==> config.mk <==
export PLATFORM = sky130hd
export DESIGN_NAME = keypad_entry
export DESIGN_NICKNAME = d
export VERILOG_FILES = /design/src/rtl/keypad_entry.sv
export SDC_FILE = /design/constraint.sdc
export NUM_CORES = 1
export LEC_CHECK = 0
export CELL_PAD_IN_SITES_DETAIL_PLACEMENT = 0
export CELL_PAD_IN_SITES_GLOBAL_PLACEMENT = 1
export CORE_MARGIN = 1.5
export CORE_UTILIZATION = 43
export DETAILED_ROUTE_END_ITERATION = 7
export PLACE_DENSITY_LB_ADDON = 0.3
export SLEW_MARGIN = 20
export SYNTH_ARGS = -nofsm -noshare
export SYNTH_HDL_FRONTEND = slang
export SYNTH_SLANG_ARGS = --single-unit
==> constraint.sdc <==
create_clock -name clk -period 2.7 [get_ports clk]
set_input_delay 0.54 -clock clk [delete_from_list [all_inputs] [get_ports clk]]
set_output_delay 0.54 -clock clk [all_outputs]
set_load 0.02 [all_outputs]
==> src/rtl/keypad_entry.sv <==
// Scans a 4x4 active-low keypad, debounces presses and releases, and shifts
// accepted hex digits into a 16-bit entry with a completion pulse.
module keypad_entry #(
    parameter int SCAN_DIV     = 100000,
    parameter int DEBOUNCE_CNT = 4,
    parameter int NUM_DIGITS   = 4
) (
    input  logic        clk,
    input  logic        rst,
    input  logic [3:0]  row,
    output logic [3:0]  col,
    output logic [15:0] value,
    output logic        valueReady,
    output logic [2:0]  digitCount
);

    localparam int DW = (SCAN_DIV > 1) ? $clog2(SCAN_DIV) : 1;
    localparam int BW = (DEBOUNCE_CNT > 0) ? $clog2(DEBOUNCE_CNT + 1) : 1;

    typedef enum logic [1:0] {
        SCAN,
        DEBOUNCE,
        WAIT_RELEASE
    } state_t;

    state_t          state, stateNext;
    logic [DW-1:0]   dwell, dwellNext;
    logic [BW-1:0]   deb, debNext, debInc;
    logic [1:0]      colIdx, colIdxNext;
    logic [3:0]      keyLatch, keyNext, acceptKey;
    logic [3:0]      rowPat, rowPatNext;
    logic [15:0]     valueNext;
    logic [2:0]      countNext;
    logic            readyNext;
    logic            sample;
    logic            accept;

    function automatic logic [BW-1:0] satInc(input logic [BW-1:0] x);
        return (x == BW'(DEBOUNCE_CNT)) ? x : x + BW'(1);
    endfunction

    // Lowest-index low row wins when several rows are pulled down together.
    function automatic logic [3:0] decodeKey(input logic [1:0] c, input logic [3:0] r);
        logic [1:0] ri;
        if (!r[0])      ri = 2'd0;
        else if (!r[1]) ri = 2'd1;
        else if (!r[2]) ri = 2'd2;
        else            ri = 2'd3;
        case ({c, ri})
            4'h0: return 4'h1;
            4'h1: return 4'h4;
            4'h2: return 4'h7;
            4'h3: return 4'h0;
            4'h4: return 4'h2;
            4'h5: return 4'h5;
            4'h6: return 4'h8;
            4'h7: return 4'hF;
            4'h8: return 4'h3;
            4'h9: return 4'h6;
            4'hA: return 4'h9;
            4'hB: return 4'hE;
            4'hC: return 4'hA;
            4'hD: return 4'hB;
            4'hE: return 4'hC;
            default: return 4'hD;
        endcase
    endfunction

    assign col    = ~(4'b0001 << colIdx);
    assign sample = (dwell == DW'(SCAN_DIV - 1));
    assign debInc = satInc(deb);

    always_comb begin
        stateNext  = state;
        dwellNext  = sample ? '0 : dwell + DW'(1);
        debNext    = deb;
        colIdxNext = colIdx;
        keyNext    = keyLatch;
        rowPatNext = rowPat;
        acceptKey  = keyLatch;
        accept     = 1'b0;
        valueNext  = value;
        countNext  = digitCount;
        readyNext  = 1'b0;

        if (sample) begin
            case (state)
                SCAN: begin
                    if (row == 4'hF) begin
                        colIdxNext = colIdx + 2'd1;
                    end else begin
                        keyNext    = decodeKey(colIdx, row);
                        acceptKey  = keyNext;
                        rowPatNext = row;
                        debNext    = BW'(1);
                        stateNext  = DEBOUNCE;
                        if (DEBOUNCE_CNT <= 1) begin
                            accept    = 1'b1;
                            debNext   = '0;
                            stateNext = WAIT_RELEASE;
                        end
                    end
                end
                DEBOUNCE: begin
                    if (row == rowPat) begin
                        debNext = debInc;
                        if (debInc == BW'(DEBOUNCE_CNT)) begin
                            accept    = 1'b1;
                            debNext   = '0;
                            stateNext = WAIT_RELEASE;
                        end
                    end else begin
                        debNext    = '0;
                        stateNext  = SCAN;
                        colIdxNext = colIdx + 2'd1;
                    end
                end
                WAIT_RELEASE: begin
                    if (row == 4'hF) begin
                        debNext = debInc;
                        if (debInc == BW'(DEBOUNCE_CNT)) begin
                            debNext   = '0;
                            stateNext = SCAN;
                        end
                    end else begin
                        debNext = '0;
                    end
                end
                default: begin
                    debNext   = '0;
                    stateNext = SCAN;
                end
            endcase
        end

        // A fifth digit after a complete entry starts a fresh one.
        if (accept) begin
            if (digitCount >= 3'(NUM_DIGITS)) begin
                valueNext = {12'h000, acceptKey};
                countNext = 3'd1;
            end else begin
                valueNext = {value[11:0], acceptKey};
                countNext = digitCount + 3'd1;
            end
            readyNext = (countNext == 3'(NUM_DIGITS));
        end
    end

    always_ff @(posedge clk) begin
        if (rst) begin
            state      <= SCAN;
            dwell      <= '0;
            deb        <= '0;
            colIdx     <= 2'd0;
            keyLatch   <= 4'h0;
            rowPat     <= 4'hF;
            value      <= 16'h0000;
            digitCount <= 3'd0;
            valueReady <= 1'b0;
        end else begin
            state      <= stateNext;
            dwell      <= dwellNext;
            deb        <= debNext;
            colIdx     <= colIdxNext;
            keyLatch   <= keyNext;
            rowPat     <= rowPatNext;
            value      <= valueNext;
            digitCount <= countNext;
            valueReady <= readyNext;
        end
    end

    digitCountBound: assert property (@(posedge clk) digitCount <= 3'(NUM_DIGITS));

endmodule

* After elaboration in Yosys (flattened, before gate mapping)
Memories as Yosys holds them, arrays and structs flattened. Index checks and enable logic that the tools add are counted.
Operators by class: add/sub/neg operators 4, order comparisons 1, eq/ne operators 14, shifts and indexed selects 1, mux-type cells 31, bitwise logic cells 3, reductions and logical operators 8
Operators with widths (count):
- 2-bit 2-to-1 mux | 12
- 3-bit 2-to-1 mux | 7
- 17-bit by 1-bit adder with 17-bit output (second input constant) | 1
- 17-bit equality test (second input constant) | 1
- 16-bit 2-to-1 mux | 1
- 4-bit 2-to-1 mux | 3
- 2-bit inequality test (second input constant) | 5
- 3-bit equality test (second input constant) | 3
- 3-bit case mux with 3 select lines | 1
- 3-bit by 1-bit adder with 3-bit output (second input constant) | 2
- 2-bit case mux with 3 select lines | 1
- 1-bit 2-to-1 mux | 5
- 5-bit AND reduction | 1
- 4-bit equality test | 1
- 4-bit equality test (second input constant) | 1
- 4-bit inverter | 1
- 2-bit case mux with 2 select lines | 1
- 4-bit AND reduction | 1
- 2-bit OR reduction | 2
- 1-bit by 2-bit left shift with 4-bit output (first input constant) | 1
- 3-bit >= comparator (second input constant) | 1
- 3-bit inequality test (second input constant) | 1
- 3-bit AND reduction | 1
- 2-bit by 1-bit adder with 2-bit output (second input constant) | 1
- 6 further kinds | 7
Storage, ports and cells: bits in registers 52, memory bits (read-only) 64, output and inout port bits 24, logic and storage cells 72, memories 1
Memories:
- (name not given) | words 16, width 4, read ports 1, clocked after memory_dff 0, write ports 0, line 49 | case ({c, ri})

* Longest topological paths before layout
An unclocked memory read counts as a cell.
depth after elaboration 11, mapped depth 10, mapped depth without buffers 8

* Least setup slack after synthesis
Ideal clock, no wire load.
path kind register to register, from reg deb[0], to reg value[0], arrival time 2.290 ns, setup slack 0.286 ns, cell stages (with the launch flop) 8, path buffers 0, period minus slack after synthesis 2.414 ns, cells stage by stage dfxtp_1 inv_1 ha_1 or3b_4 o311ai_4 or4b_1 nor4_1 nor3_1
Between the ends: word-level cells in the longest chain between the ends 7, elaborated cells between the ends (all ways) 8
Ends and longest elaborated chain:
- start, declared | line 28 | logic [BW-1:0] deb, debNext, debInc;
- start signal, assigned | line 163 | deb <= debNext;
- 3-bit by 1-bit adder with 3-bit output / 3-bit equality test (equally long branches) | line 39 | return (x == BW'(DEBOUNCE_CNT)) ? x : x + BW'(1);
- 3-bit 2-to-1 mux * | line 39
- 3-bit equality test * | line 107 | if (debInc == BW'(DEBOUNCE_CNT)) begin
- 1-bit 2-to-1 mux * | line 107
- 1-bit 2-to-1 mux * | line 105 | if (row == rowPat) begin
- 1-bit 2-to-1 mux * | line 87 | case (state)
- 1-bit 2-to-1 mux * | line 86 | if (sample) begin
- end signal, assigned | line 167 | value <= valueNext;
- end, declared | line 12 | output logic [15:0] value,
Every way passes the cells marked *; elsewhere a longest branch is shown, timed or not. A chain may end at the register's enable or synchronous reset.

* Worst setup path after layout
from reg deb[1], to reg value[0]
Same word-level chain as after synthesis.

==> flow_metrics.env <==
export IMPL_slew_viol_final=0
export IMPL_vias=2370
export IMPL_cts_buffer_depth=2
export IMPL_cts_hold_buf=0
export IMPL_powerDensity_nw_per_um2=392
export IMPL_clkTransAtPathRegs_ns=0.09
export IMPL_crit_chain="inv_1 -> ha_1 -> or3b_4 -> o311ai_4 -> or4b_1 -> nor4_1 -> nor3_1"
export IMPL_timing_rr_end="value[0]$_SDFFE_PP0P_"
export IMPL_nNetsFinal=377
export IMPL_leakagePower_nw=1.14
export IMPL_synthFlopType="dfxtp_1"
export IMPL_ys_seq_elements=52
export IMPL_startpoint_type="flop"
export IMPL_htreeDepth=2
export IMPL_ys_seq_area_share_pct=37.5
export IMPL_grt_use_total_pct=17.9
export IMPL_yosysTopAreaCell="dfxtp_1"
export IMPL_synth_distinct_cells=53
export IMPL_cts_root_buf="clkbuf_8"
export IMPL_finalCriticalPeriod_ns=2.51
export IMPL_regToRegStartpoint="deb[1]$_SDFFE_PP0P_"
export IMPL_overflow=0
export IMPL_critPathMaxStageDelay_ns=0.53
export IMPL_rsz0062_at_grt="no"
export IMPL_clock_sinks=52
export IMPL_synthesis_nets=339
export IMPL_vdd_drop_max_mv=0.197
export IMPL_die_area_um2=6950
export IMPL_worst_pin_slew_ns=0.564
export IMPL_hold_class="flop to flop"
export IMPL_num_rows=29
export IMPL_ff2ff_path_depth=7
export IMPL_finalSetupViolCount=0
export IMPL_ant_nets=0
export IMPL_syn_area_um2=2780
export IMPL_worst_clock_skew_ns=0.00935
export IMPL_period_share_pct=92.8
export IMPL_fin_tns_setup_ns=0
export IMPL_routed_wl_um=6030
export IMPL_die_h_um=83.4
export IMPL_place_congestion=0.796
export IMPL_synth_area_leaders="dfxtp_1, ha_1, a21oi_1"
export IMPL_numPortBuffers=29
export IMPL_cts_buffers=5
export IMPL_finalHoldViolations=0
export IMPL_required_ns=2.89
export IMPL_synth_edf_count=0
export IMPL_grt_pass1_vias=2193
export IMPL_io_pins=30
export IMPL_tritoncts="yes"
export IMPL_grt_pass1_wl_um=10400
export IMPL_slew_headroom_pct=61.9
export IMPL_netlist_instances=321
export IMPL_syn_to_final_growth_pct=19.4
export IMPL_crit_path_end="value[0]$_SDFFE_PP0P_"
export IMPL_layout_drive_gt1_share_pct=10.8
export IMPL_cp_startpoint="deb[1]$_SDFFE_PP0P_"
export IMPL_status="finished clean"
export IMPL_crit_type="flop to flop"
export IMPL_diodes=0
export IMPL_slowest_stage="or4b_1"
export IMPL_fillers=577
export IMPL_grt_max_degree=24
export IMPL_ff2ff_setup_slack_ns=0.19
export IMPL_antenna_found_initial=0
export IMPL_final_util_pct=52.8
export IMPL_cp_max_fo=4
export IMPL_cts_repair_resized=0
export IMPL_syn_area_per_cell_um2=8.65
export IMPL_clk_latency_ns=0.31
export IMPL_end_kind="flop"
export IMPL_max_cap_violations=0
export IMPL_post_cts_buffers=0
export IMPL_hpwl_um=4320
export IMPL_initial_utilization_pct=44.2
export IMPL_arrival_ns=2.70
export IMPL_drc=0
export IMPL_ys_warnings_count=0
export IMPL_synth_top_cell_area_share_pct=37.5
export IMPL_vias_per_cell=5.42
export IMPL_drt_iter0_markers=94
export IMPL_synth_async_sr_flop_share_pct=0
export IMPL_die_w_um=83.4
export IMPL_wire_per_inst_um=13.8
export IMPL_dr_pass1_iters=4
export IMPL_fmax_mhz=399
export IMPL_core_um2=6280
[routing by layer]
layer	vias up	track usage (%)	part of all wire [%]
met4	0	4.70	0.70
met5	-	0	0
met3	4	3.88	3.6
met1	1096	25.8	52
li1	1228	-	-
met2	42	27.3	44
[state kept, by name (all words and copies together), names as in the netlist]
register and cells:
rowPat 4, valueReady 1, value 16, dwell 17, colIdx 2, state 2
digitCount 3, deb 3, keyLatch 4
[cell usage in the layout (no fill, tap or decap), types with 2 or more instances in the layout]
cell type and instances:
or3_1 5, inv_1 20, a211oi_1 5, o31ai_1 2, nor4_1 5, buf_4 19
and4_1 5, ha_1 12, nand3_1 9, xnor2_1 9, clkdlybuf4s50_1 29, nand4b_1 14
mux2i_1 4, nor2_1 31, a211o_1 4, o21ai_0 19, dfxtp_1 52, or4bb_1 2
nand2_1 17, nand2b_1 6, xor2_1 7, nor3_1 7, nand4_1 5, clkbuf_8 6
clkinv_2 2, and3_1 3, o2111ai_1 2, nor2b_1 6, a21oi_1 28
[worst min-delay path by stage]
stage                                       from                endpoint  cells after the start
after CTS                    dwell[0]$_SDFF_PP0_     dwell[0]$_SDFF_PP0_                      1
after detailed placement     dwell[0]$_SDFF_PP0_     dwell[0]$_SDFF_PP0_                      1
final                        dwell[0]$_SDFF_PP0_     dwell[0]$_SDFF_PP0_                      1
after global placement       dwell[0]$_SDFF_PP0_     dwell[0]$_SDFF_PP0_                      1
after global routing      value[12]$_SDFFE_PP0P_  value[12]$_SDFFE_PP0P_                      2
after floorplan              dwell[0]$_SDFF_PP0_     dwell[0]$_SDFF_PP0_                      1
[synth_stat cells, drive strengths merged, types with 6 or more instances]
cell type / instances
a21oi: 28
clkbuf: 14
dfxtp: 52
ha: 12
inv: 20
nand2: 17
nand2b: 6
nand3: 9
nand4b: 14
nor2: 31
nor2b: 6
nor3: 8
o21ai: 19
or3: 6
xnor2: 9
xor2: 7
[where the power goes]
part	switching (mW)	internal, mW
Combinational	0.0352	0.0278
Sequential	0.00365	0.770
Clock	0.259	0.205
[cell type report]
cell class                      count  area (um^2)  area share (%)
Tap cell                           77         96.3            2.91
Multi-Input combinational cell    231         1560            47.0
Inverter                           20         75.1            2.27
Timing Repair Buffer               49          453            13.7
Sequential cell                    52         1040            31.4
Clock inverter                      2         10.0           0.302
Clock buffer                        6         82.6            2.49
[worst max-delay path, delay by kind of cell, from the launching register on]
kind,cells,cell delay (ns)
and+or+nand+nor,4,1.31
DFF,1,0.38
adders and majority gates,1,0.33
AOI/OAI and AO/OA,1,0.28
buffers and inverters,1,0.09
[per-stage QoR]
step / cell area, um^2 / setup slack, ns / total power [mW] / instances / hold WS [ns]
finish: 3310 / 0.194 / 1.30 / 437 / 0.468
detailed placement: 3220 / 0.0776 / 0.855 / 429 / 0.456
floorplan: 2780 / 0.286 / 0.830 / 321 / 0.426
CTS: 3310 / 0.194 / 1.32 / 437 / 0.477
global placement: 3220 / 0.103 / 0.854 / 429 / 0.442
global route: 3310 / 0.0117 / 1.36 / 437 / 0.499
[cells by family after synthesis]
group | synth area share, %
simple gates | 26.5
fa+ha+maj | 5.77
mux | 2.66
compound gates | 15.9
flops | 37.5
xor+xnor | 5.05
buf+inv | 6.62
Power figures use the tool's default switching activity.
